File: src/rtl/stack_seq_pkg.sv
// rtl/stack_seq_pkg.sv - opcodes, cycle counts and state encoding for the stack CPU sequencer
package stack_seq_pkg;

  // CPU opcode nibbles
  localparam logic [3:0] OP_NOOP = 4'h0;
  localparam logic [3:0] OP_PUSH = 4'h1;
  localparam logic [3:0] OP_POP  = 4'h2;
  localparam logic [3:0] OP_OUTL = 4'h3;
  localparam logic [3:0] OP_DUP  = 4'h4;
  localparam logic [3:0] OP_SWAP = 4'h5;
  localparam logic [3:0] OP_PUSF = 4'h6;
  localparam logic [3:0] OP_REPL = 4'h7;
  localparam logic [3:0] OP_BIN  = 4'h8;
  localparam logic [3:0] OP_MUL  = 4'h9;
  localparam logic [3:0] OP_HALT = 4'hF;

  // Execute-cycle counts the CPU spends after the fetch cycle
  localparam logic [1:0] CYC_ONE   = 2'd1;
  localparam logic [1:0] CYC_TWO   = 2'd2;
  localparam logic [1:0] CYC_THREE = 2'd3;

  // ST_RST holds the CPU in reset while rst_n is low and for the first edge after release
  typedef enum logic [2:0] {
    ST_RST,
    ST_IDLE,
    ST_CRST,
    ST_FETCH,
    ST_EXEC,
    ST_DONE
  } seq_state_t;

  // Opcodes whose next program nibble is an operand rather than an opcode
  function automatic logic op_has_operand(input logic [3:0] op);
    return (op == OP_PUSH) || (op == OP_PUSF) || (op == OP_REPL) || (op == OP_BIN);
  endfunction

endpackage

File: src/rtl/op_length_decoder.sv
// rtl/op_length_decoder.sv - opcode to execute-cycle count and operand flag
import stack_seq_pkg::*;

module op_length_decoder (
  input  logic [3:0] op,
  output logic [1:0] exec_cycles,
  output logic       has_operand
);

  // Pure table lookup; HALT is a one-cycle NOOP as far as the CPU is concerned
  always_comb begin
    exec_cycles = CYC_ONE;
    has_operand = op_has_operand(op);
    case (op)
      OP_PUSH, OP_POP, OP_SWAP, OP_PUSF, OP_REPL, OP_BIN: exec_cycles = CYC_TWO;
      OP_MUL:                                             exec_cycles = CYC_THREE;
      OP_NOOP, OP_OUTL, OP_DUP, OP_HALT:                  exec_cycles = CYC_ONE;
      default:                                            exec_cycles = CYC_ONE;
    endcase
  end

endmodule

File: src/rtl/stack_seq_controller.sv
// rtl/stack_seq_controller.sv - buffers a nibble program and replays it into the stack CPU
import stack_seq_pkg::*;

module stack_seq_controller #(
  parameter int DEPTH  = 16,
  parameter int ADDR_W = 4
) (
  input  logic              clk,
  input  logic              rst_n,
  input  logic              load_valid,
  input  logic [3:0]        load_data,
  output logic              load_ready,
  input  logic              start,
  output logic              cpu_rst,
  output logic [3:0]        cpu_nibble,
  output logic              busy,
  output logic              done,
  output logic [ADDR_W-1:0] pc
);

  logic [3:0]        mem [DEPTH];
  logic [ADDR_W-1:0] wr_ptr;
  seq_state_t        state, state_nxt;
  logic [1:0]        cnt_q, cnt_nxt;
  logic              two_q, two_nxt;
  logic [ADDR_W-1:0] pc_nxt;
  logic              cpu_rst_nxt;
  logic [3:0]        nib_nxt;
  logic              busy_nxt;
  logic              done_nxt;

  logic              load_fire;
  logic [3:0]        fetch_op;
  logic [1:0]        exec_cycles;
  logic              has_operand;
  logic [ADDR_W-1:0] pc_plus1;
  logic [ADDR_W-1:0] pc_step;
  logic              opnd_present;

  assign load_ready = (state == ST_IDLE);
  assign load_fire  = load_valid && load_ready;
  assign fetch_op   = mem[pc];
  assign pc_plus1   = pc + ADDR_W'(1);
  // A missing operand advances pc by one only, landing on wr_ptr so the next fetch ends the run
  assign pc_step      = pc + (two_q ? ADDR_W'(2) : ADDR_W'(1));
  assign opnd_present = has_operand && (pc_plus1 != wr_ptr);

  op_length_decoder u_len (
    .op          (fetch_op),
    .exec_cycles (exec_cycles),
    .has_operand (has_operand)
  );

  // Program buffer write; contents deliberately survive reset
  always_ff @(posedge clk) begin
    if (load_fire) begin
      mem[wr_ptr] <= load_data;
    end
  end

  // Write pointer wraps modulo DEPTH and clears only on reset
  always_ff @(posedge clk or negedge rst_n) begin
    if (!rst_n) begin
      wr_ptr <= '0;
    end else if (load_fire) begin
      wr_ptr <= wr_ptr + ADDR_W'(1);
    end
  end

  // Next-state and next-output decode; outputs are registered so each value matches the state entered
  always_comb begin
    state_nxt   = state;
    pc_nxt      = pc;
    cnt_nxt     = cnt_q;
    two_nxt     = two_q;
    cpu_rst_nxt = 1'b0;
    nib_nxt     = 4'h0;
    busy_nxt    = busy;
    done_nxt    = 1'b0;
    case (state)
      ST_RST: begin
        state_nxt = ST_IDLE;
        busy_nxt  = 1'b0;
      end
      ST_IDLE: begin
        busy_nxt = 1'b0;
        // A load in the same cycle takes priority over start
        if (start && !load_valid) begin
          state_nxt   = ST_CRST;
          pc_nxt      = '0;
          cpu_rst_nxt = 1'b1;
          busy_nxt    = 1'b1;
        end
      end
      ST_CRST: begin
        state_nxt = ST_FETCH;
        // An empty slot is shown as 0 so the CPU never sees a stale nibble
        nib_nxt   = (pc == wr_ptr) ? 4'h0 : mem[pc];
      end
      ST_FETCH: begin
        if ((pc == wr_ptr) || (fetch_op == OP_HALT)) begin
          state_nxt = ST_DONE;
          done_nxt  = 1'b1;
          busy_nxt  = 1'b0;
        end else begin
          state_nxt = ST_EXEC;
          cnt_nxt   = exec_cycles - 2'd1;
          two_nxt   = opnd_present;
          nib_nxt   = opnd_present ? mem[pc_plus1] : 4'h0;
        end
      end
      ST_EXEC: begin
        if (cnt_q == 2'd0) begin
          state_nxt = ST_FETCH;
          pc_nxt    = pc_step;
          nib_nxt   = (pc_step == wr_ptr) ? 4'h0 : mem[pc_step];
        end else begin
          cnt_nxt = cnt_q - 2'd1;
          nib_nxt = cpu_nibble;
        end
      end
      ST_DONE: begin
        state_nxt = ST_IDLE;
        busy_nxt  = 1'b0;
      end
      default: begin
        state_nxt   = ST_RST;
        cpu_rst_nxt = 1'b1;
        busy_nxt    = 1'b0;
      end
    endcase
  end

  // State and registered outputs; reset holds the CPU in reset immediately
  always_ff @(posedge clk or negedge rst_n) begin
    if (!rst_n) begin
      state      <= ST_RST;
      pc         <= '0;
      cnt_q      <= 2'd0;
      two_q      <= 1'b0;
      cpu_rst    <= 1'b1;
      cpu_nibble <= 4'h0;
      busy       <= 1'b0;
      done       <= 1'b0;
    end else begin
      state      <= state_nxt;
      pc         <= pc_nxt;
      cnt_q      <= cnt_nxt;
      two_q      <= two_nxt;
      cpu_rst    <= cpu_rst_nxt;
      cpu_nibble <= nib_nxt;
      busy       <= busy_nxt;
      done       <= done_nxt;
    end
  end

endmodule
File: config.mk
export PLATFORM = sky130hd
export DESIGN_NAME = stack_seq_controller
export DESIGN_NICKNAME = d
export VERILOG_FILES = /design/src/rtl/stack_seq_pkg.sv /design/src/rtl/op_length_decoder.sv /design/src/rtl/stack_seq_controller.sv
export SDC_FILE = /design/constraint.sdc
export NUM_CORES = 1
export LEC_CHECK = 0
export CAP_MARGIN = 20
export CORE_MARGIN = 1
export CORE_UTILIZATION = 43
export DETAILED_ROUTE_END_ITERATION = 16
export HOLD_SLACK_MARGIN = 0.08
export PLACE_DENSITY = 0.61
export SYNTH_ARGS = -nofsm -noshare
export SYNTH_HDL_FRONTEND = slang
export SYNTH_SLANG_ARGS = --single-unit
File: constraint.sdc
create_clock -name clk -period 3 [get_ports clk]
set_input_delay 0.6 -clock clk [delete_from_list [all_inputs] [get_ports clk]]
set_output_delay 0.6 -clock clk [all_outputs]
set_load 0.005 [all_outputs]
==> run summary <==
Vias per cell: 6.17
Warnings, synthesis: 0
Initial DRC count: 335
Num CTS Buffers: 9
Post-DP HPWL: 9.22 mm
Initial Utilization: 44.3%
Post-Synth Adder-Cell Area: 3.35%
Detail Route Antenna Nets: 0
Setup Viol. Count Final: 0
GR Overflow Total: 0
Final worst-path cycle share: 97.2%
FF-to-FF path depth: 9
Worst-Skew Late Latency: 0.35 ns
Hold_ws: 0.518 ns
Worst-Margin Slew: 0.698 ns
Power Density: 976 mW/mm2
Distinct cell type count after synthesis: 61
Syn_nets: 372
Met3 wire len: 697 um
Simple-Gate Fraction of Synth Area: 7.83%
Post-synth EDFFs: 64
Crit path launch type: register
Crit. End Element: register
DRC violations left: 0
RR Startpoint: pc[0]
Vias in the first global route: 3,219
Wire per inst: 23.2 um
Req. time, crit path: 3.23 ns
Synth-to-Final Area Change: 16.2%
Vias after detailed routing: 3,271
Highest clock rate: 0.343 GHz
# IOs: 20
WL met2: 5.54 mm
All-Layer GR Usage: 21.2%
Pin count of the biggest net entering global routing: 47
Max Slew Vio Count: 0
Site row count: 39
Leading register cell type out of synthesis: edfxtp_1
Most common cell after layout, fill and taps aside: edfxtp_1
Static leakage: 2.06 nW
Wire length on met1: 5.51 mm
Critical path class: reg2reg
Die area: 0.0123 mm2
Hold path start: cpu_nibble[2]
CTS root buf: clkbuf_16
Slowest-stage cell, CP: fa_1
Global-route wire length before repair: 19.3 mm
Buffers & Inverters on Critical Path: 2
Max-cap violations: 0
Worst-path fanout max: 9
Family with the most delay on the worst path: multiplexers
Final hold violation count: 0
Synth Cell Area: 0.00508 mm2
Max_slew headroom: 53.4%
Slowest stage delay, CP: 0.52 ns
Main combinational cell family by area after synthesis: multiplexers
Top Layer Used: met4
Sink Count: 85
WP depth: 9
Worst Setup SP: pc[0]
Hold_buf cts: 0
Sequential area share after synthesis: 48.2%
Skew final: 0.00836 ns
Status: finished clean
Nets: 403
H-tree depth: 3
CP dominant cell by count: mux4_2
Gate Count Post-Synth: 351
Synth Area per Inst: 14.5 um2
Worst setup margin: 0.0845 ns
Post-synthesis register bit count: 85
CTS Buffer Depth: 2
Drt first pass iters: 5
Die Height: 111 um
Max IR drop VDD: 997 uV
CTS tree: built
Die X: 111 um
Arrival @ worst endpoint: 3.14 ns
Hold depth: 1
Initial antenna violation count: 0
Synth async-reset ratio: 24.7%
Proportion of synthesized area in mux cells: 24.9%
IO Port Bufs: 19
Ant diodes: 0
Core area: 0.0115 mm2
Synth Area in Compound Gates: 9.70%
Crit-path cells: ha_1, fa_1, buf_6, buf_4, mux4_2, mux4_2, a22oi_1, nor2b_1, a221o_1
Pre-CTS WS: 0.0254 ns
Final period demand of the worst path: 2.92 ns
Layout cell share with drive strength beyond 1: 28.2%
Post-Synth XOR/XNOR Area: 2.93%
CTS clk-pin slew, worst paths: 0.07 ns
Most frequent cells in the layout: 64 x edfxtp_1, 44 x mux4_2, 22 x nor2_1, 20 x nand2_1
HP Class: reg2reg
Final GP Congestion: 0.958
Total wire length: 12.3 mm
flip-flops by register name, summed over array words and instances, names as in the netlist:
register,count
busy,1
cnt_q,2
cpu_nibble,4
cpu_rst,1
done,1
mem,64
pc,4
state,3
two_q,1
wr_ptr,4
cell families (layout without fill, tap and decap cells):
group                    after synthesis  count (layout)
flip-flops                            85              85
AND/OR/NAND/NOR                       81              81
multiplexers                          65              65
AO/OA/AOI/OAI                         59              59
buffers and inverters                 31              67
XOR/XNOR                              17              17
adder cells (fa/ha/maj)               13              13
layout make-up:
cell class	instances	area [um2]
Timing Repair Buffer	43	429
Multi-Input combinational cell	235	2510
Clock inverter	7	78.8
Fill cell	961	5560
Tap cell	143	179
Sequential cell	85	2450
Clock buffer	9	225
Inverter	8	30.0
repair_timing:
action	4_1_cts	5_1_grt
hold endpoints to repair	0	0
buffers inserted	0	4
endpoints found under the setup margin	0	6
resized for setup	0	10
power by group:
group / internal (mW) / switching [mW] / leakage (nW)
clock network: 0.591 / 0.512 / 0.148
registers: 1.43 / 0.216 / 0.844
logic: 1.61 / 1.42 / 1.07
per-stage QoR:
stage	cells	cell area, um2	total power, mW	utilization [%]	TNS, ns
6_report	530	5910	5.77	51.5	0
5_1_grt	530	5910	6.10	51.5	-0.00673
4_1_cts	525	5810	5.66	50.7	0
3_5_place_dp	509	5510	4.55	48.0	0
3_3_place_gp	509	5510	4.53	48.0	0
2_1_floorplan	351	5090	3.71	-	0
layer usage:
layer | up-vias | global-route usage [%]
met4 | 0 | 11.0
met5 | - | 0
met1 | 1615 | 29.8
met3 | 33 | 4.16
met2 | 154 | 31.5
li1 | 1469 | -
cell usage after synthesis (3+ instances only):
cell / instances / area (um2)
a21oi_1: 3 / 15.0
xor2_1: 4 / 35.0
a22oi_1: 6 / 45.0
nor2b_1: 7 / 43.8
mux4_2: 44 / 991
mux4_1: 4 / 105
nand2b_1: 6 / 37.5
nand2_1: 22 / 82.6
a221oi_2: 4 / 60.1
xnor2_1: 13 / 114
mux2i_1: 16 / 160
ha_1: 12 / 150
dfrtp_1: 20 / 500
a221o_1: 5 / 50.1
edfxtp_1: 64 / 1920
buf_2: 9 / 45.0
clkbuf_1: 9 / 33.8
o21ai_0: 10 / 50.1
a221oi_1: 4 / 35.0
inv_1: 8 / 30.0
nand3_1: 4 / 20.0
nor3_1: 7 / 35.0
nor2_1: 22 / 82.6
worst paths after layout:
kind                            endpoint  slack, ns
max reg2reg                cpu_nibble[0]       0.08
max                        cpu_nibble[0]       0.08
min                        cpu_nibble[2]       0.52
min in group asynchronous       state[0]       0.61
min reg2reg                cpu_nibble[2]       0.52
max in group asynchronous        cpu_rst       2.13
Note: power is estimated with default switching activity, not from simulation.
